### src/rtl/add_seq_ctrl.sv
`default_nettype none
// +----------------------------------------------------------------------------+
// | Module      : add_seq_ctrl                                                 |
// | Description : Word-serial WORDS x W-bit adder built on one shared W-bit    |
// |               slice, LSW first, with valid/ready on both sides.            |
// |               Define ADD_SEQ_SUB_EN to add the 'sub' port (A - B mode).    |
// | Revision    : 1.0 - initial release                                        |
// +----------------------------------------------------------------------------+
module add_seq_ctrl #(
    parameter int WORDS = 4,
    parameter int W     = 8
) (
    input  logic               clk,
    input  logic               rst_n,
    input  logic               in_valid,
    output logic               in_ready,
    input  logic [WORDS*W-1:0] a,
    input  logic [WORDS*W-1:0] b,
    input  logic               c_in,
`ifdef ADD_SEQ_SUB_EN
    input  logic               sub,
`endif
    output logic               out_valid,
    input  logic               out_ready,
    output logic [WORDS*W-1:0] sum,
    output logic               c_out
);

    localparam int c_IDX_W = (WORDS > 1) ? $clog2(WORDS) : 1;
    localparam logic [c_IDX_W-1:0] c_LAST_IDX = c_IDX_W'(WORDS - 1);

    localparam logic [1:0] c_IDLE = 2'd0;
    localparam logic [1:0] c_RUN  = 2'd1;
    localparam logic [1:0] c_DONE = 2'd2;

    logic [1:0]         r_state;
    logic [c_IDX_W-1:0] r_idx;
    logic [WORDS*W-1:0] r_a;
    logic [WORDS*W-1:0] r_b;
    logic [WORDS*W-1:0] r_sum;
    logic               r_carry;
    logic               r_cout;
    logic               r_in_ready;
    logic               r_out_valid;

    logic [W-1:0]       w_a_word;
    logic [W-1:0]       w_b_word;
    logic [W:0]         w_slice;
    logic               w_cin0;

`ifdef ADD_SEQ_SUB_EN
    logic               r_sub;

    // Subtraction is A + ~B + 1: invert every B word, seed the carry with 1.
    assign w_b_word = r_b[r_idx*W +: W] ^ {W{r_sub}};
    assign w_cin0   = sub ? 1'b1 : c_in;
`else
    assign w_b_word = r_b[r_idx*W +: W];
    assign w_cin0   = c_in;
`endif

    assign w_a_word = r_a[r_idx*W +: W];
    assign w_slice  = {1'b0, w_a_word} + {1'b0, w_b_word} + {{W{1'b0}}, r_carry};

    always_ff @(posedge clk) begin
        if (!rst_n) begin
            r_state     <= c_IDLE;
            r_idx       <= '0;
            r_a         <= '0;
            r_b         <= '0;
            r_sum       <= '0;
            r_carry     <= 1'b0;
            r_cout      <= 1'b0;
            r_in_ready  <= 1'b1;
            r_out_valid <= 1'b0;
`ifdef ADD_SEQ_SUB_EN
            r_sub       <= 1'b0;
`endif
        end else begin
            case (r_state)
                c_IDLE: begin
                    if (in_valid && r_in_ready) begin
                        r_a        <= a;
                        r_b        <= b;
                        r_carry    <= w_cin0;
                        r_idx      <= '0;
                        r_in_ready <= 1'b0;
                        r_state    <= c_RUN;
`ifdef ADD_SEQ_SUB_EN
                        r_sub      <= sub;
`endif
                    end
                end
                c_RUN: begin
                    r_sum[r_idx*W +: W] <= w_slice[W-1:0];
                    r_carry             <= w_slice[W];
                    // The index parks on the last word; it is cleared at the next handshake.
                    if (r_idx == c_LAST_IDX) begin
                        r_cout      <= w_slice[W];
                        r_out_valid <= 1'b1;
                        r_state     <= c_DONE;
                    end else begin
                        r_idx <= r_idx + c_IDX_W'(1);
                    end
                end
                c_DONE: begin
                    if (out_ready) begin
                        r_out_valid <= 1'b0;
                        r_in_ready  <= 1'b1;
                        r_state     <= c_IDLE;
                    end
                end
                default: begin
                    r_out_valid <= 1'b0;
                    r_in_ready  <= 1'b1;
                    r_state     <= c_IDLE;
                end
            endcase
        end
    end

    assign in_ready  = r_in_ready;
    assign out_valid = r_out_valid;
    assign sum       = r_sum;
    assign c_out     = r_cout;

endmodule
`default_nettype wire
### config.mk
export PLATFORM = sky130hd
export DESIGN_NAME = add_seq_ctrl
export DESIGN_NICKNAME = d
export VERILOG_FILES = /design/src/rtl/add_seq_ctrl.sv
export SDC_FILE = /design/constraint.sdc
export NUM_CORES = 1
export LEC_CHECK = 0
export CORE_MARGIN = 2
export CORE_UTILIZATION = 45
export DETAILED_ROUTE_END_ITERATION = 6
export PLACE_DENSITY = 0.73
export SYNTH_ARGS = -nofsm -noshare
export SYNTH_HDL_FRONTEND = slang
export SYNTH_SLANG_ARGS = --single-unit
### constraint.sdc
create_clock -name clk -period 7.5 [get_ports clk]
set_clock_uncertainty 0.05 [all_clocks]
set_input_delay 1.5 -clock clk [delete_from_list [all_inputs] [get_ports clk]]
set_output_delay 1.5 -clock clk [all_outputs]
set_load 0.01 [all_outputs]
==> metrics.md <==
| Metric | Value |
|---|---|
| Slew at the pin closest to its max-slew limit | `~0.87 ns` |
| Max H-tree Level | `3` |
| Ranking of synthesized cells by area | `dfxtp_1 (45%), nand2_1 (11%), mux4_2 (7.7%)` |
| Setup Viol. Count Final | `0` |
| Number of diodes | `0` |
| Final slew viol count | `0` |
| CTS Root Cell | `clkbuf_8` |
| Hold Buf Count CTS | `0` |
| Setup crit end kind | `flop` |
| Hold Path Stages | `2` |
| Max-Cap Viols | `0` |
| Die ar. | `roughly 11000 sq um` |
| Seq/Total Area, Yosys | `44.62%` |
| Placed inst area | `between 5000 and 6000 sq um` |
| Final Cycle Share | `45.82%` |
| Post-Syn Area | `about 4700 sq um` |
| Worst-path clk slew | `roughly 0.1 ns` |
| Largest net degree at the start of global routing | `between 100 and 150` |
| I/O pin total | `approximately 100` |
| Crit Path Max Fanout | `10` |
| Vias in the first global route | `3625` |
| DRT Pass-1 Iters | `4` |
| Initial antenna violation count | `0` |
| Gpl congestion | `slightly above 0.9` |
| Clock sinks | `104` |
| Initial Utilization | `roughly 46%` |
| First-pass GRT wire length | `between 15 and 20 mm` |
| Port buffer count | `103` |
| Finished Core Util | `just under 60%` |
| Critical Path AT | `about 3.6 ns` |
| DRC violations left | `0` |
| CTS Buffer Depth | `2` |
| CTS Buf Count | `9` |
| Main flop type after synthesis | `dfxtp_1` |
| Startpoint Class | `flop` |
| Later-pin clock latency in the skew report | `between 0.3 and 0.4 ns` |
| Die Y | `~110 um` |
| Critical path class | `reg -> reg` |
| Outcome | `finished, final reports clean` |
| Via count | `about 3800` |
| Final HPWL DP | `around 7.4 mm` |
| RSZ-0062 raised after global routing | `false` |
| Initial DRC Count | `roughly 160` |
| Post-Syn Nets | `just under 600` |
| Slew headroom | `a little over two fifths` |
| DR WL/cell | `about 14 um` |
| Share of layout cells above drive strength 1 | `under 10%` |
| Final ANT Viol Nets | `0` |
| Final wirelength | `approximately 10 mm` |
| #FFs+latches synth | `between 100 and 150` |
| Final TNS setup | `0 ns` |
| Layout Nets | `666` |
| Vias per std cell | `5.231` |
| Post-synth top area cell | `dfxtp_1` |
| Finished Cell Area | `5944 sq um` |
| CP required | `about 7.7 ns` |
| GR Overflow Total | `0` |
| Core area | `around 10000 sq um` |
| Fin crit period | `~3.4 ns` |
| Max frequency | `between 0.2 and 0.3 GHz` |
| Post-synth EDFFs | `0` |
| Yosys warning total | `0` |
| Power Dens Cells | `between 150 and 200 nW/um^2` |
| Die X | `105.8 um` |
| Post-synth ARST share | `0%` |
| Area grow syn2layout | `27.41%` |
| VDD IR max | `about 0.098 mV` |
| Rows | `37` |
| Final hold vios | `0` |
| Avg Synthesized Cell Area | `~9.4 sq um` |
| Mapped Cells | `slightly below 500` |
| GRT Total Usage | `approximately 18%` |
| R2R depth | `8` |
| PostCTS Resize Cnt | `0` |
| Postcts setup bufs | `0` |
| Hold crit path type | `reg -> reg` |
| CTS tree | `yes` |
| Area share of the largest cell type after synthesis | `44.62%` |
| Lkg Pwr | `0.002125 uW` |
| Yosys cell types | `40` |
## flip-flops by register name, summed over array words and instances (netlist names)
name / count
r_a: 32
r_b: 32
sum: 32
r_idx: 2
r_state: 2
c_out: 1
in_ready: 1
out_valid: 1
r_carry: 1
## cells by family (layout without fill, tap and decap cells)
logic type                 after synthesis  in the layout  synth area share [%]
and+or+nand+nor                        200            200                 20.43
AOI/OAI and AO/OA                      119            119                 18.05
DFF                                    104            104                 44.62
buffers and inverters                   35            128                 3.888
muxes                                   16             16                 7.723
adders and majority gates               15             15                 4.344
xor gates and xnor gates                 5              5                0.9388
## worst max-delay path, stage by stage, from the launching register on
cell	delay [ns]
dfxtp_1	0.72
mux4_2	0.61
fa_1	0.47
fa_1	0.43
a21oi_1	0.23
o21ai_0	0.18
a21oi_1	0.20
xor2_1	0.28
o21ai_0	0.14
## cell type report
| type | count | area, sq um |
|---|---|---|
| Fill cell | 926 | 4240 |
| Multi-Input combinational cell | 355 | 2409 |
| Clock buffer | 10 | 137.6 |
| Clock inverter | 6 | 67.56 |
| Sequential cell | 104 | 2082 |
| Tap cell | 136 | 170.2 |
| Timing Repair Buffer | 108 | 1064 |
| Inverter | 4 | 15.01 |
## cells in the final DEF (no fill, tap or decap), types with 7 or more instances in the layout
master | netlist | routed
ha_1 | 13 | 13
a21boi_1 | 23 | 23
nand2_1 | 141 | 141
dfxtp_1 | 104 | 104
clkdlybuf4s50_1 | 0 | 102
nor2b_1 | 24 | 24
a22oi_1 | 20 | 20
clkbuf_8 | 0 | 10
nand3_1 | 13 | 13
mux4_2 | 16 | 16
o21ai_0 | 11 | 11
a21oi_1 | 7 | 7
a21boi_0 | 42 | 42
## metal layers
layer	GRT usage, %	part of all wire (%)	vias to the layer above
met5	0	0	-
met4	5.733	1.2	0
met3	2.968	5.1	10
met2	30.65	46	123
met1	24.83	47	1770
li1	-	-	1879
## path summary, 6_finish.rpt
path	startpoint	endpoint	slack [ns]
max reg2reg	r_idx[0]	sum[30]	4.06
min	r_a[7]	r_a[7]	0.41
min reg2reg	r_a[7]	r_a[7]	0.41
max	r_idx[0]	sum[30]	4.06
## cells in the mapped netlist (2+ instances only)
cell type and number:
nand2_1 141, dfxtp_1 104, a21boi_0 42, nor2b_1 24, a21boi_1 23, a22oi_1 20
mux4_2 16, clkbuf_1 14, ha_1 13, nand3_1 13, o21ai_0 11, buf_2 10
a21oi_1 7, o21ai_1 6, nor2_1 5, buf_6 4, inv_1 4, nor3_1 3
nor4b_4 3, o311a_1 3, xor2_1 3, a21o_1 2, buf_4 2, fa_1 2
nand2_4 2, nand2b_1 2, xnor2_1 2
## through the flow
| step | setup WS (ns) | total power [uW] | hold WS [ns] | std cells |
|---|---|---|---|---|
| final | 4.063 | 1138 | 0.4052 | 723 |
| after global routing | 3.733 | 1195 | 0.4230 | 723 |
| after CTS | 4.025 | 1148 | 0.4084 | 723 |
| after detailed placement | 4.040 | 797.4 | 0.3951 | 707 |
| after global placement | 4.115 | 792.1 | 0.3878 | 707 |
| after floorplan | 4.361 | 728.4 | 0.3819 | 494 |
## power by group
part	internal, uW	total, uW	switching, uW
Sequential	579	596	17.5
Combinational	92.5	188	95.1
Clock	165	354	189
Note: power is estimated with default switching activity, not from simulation.
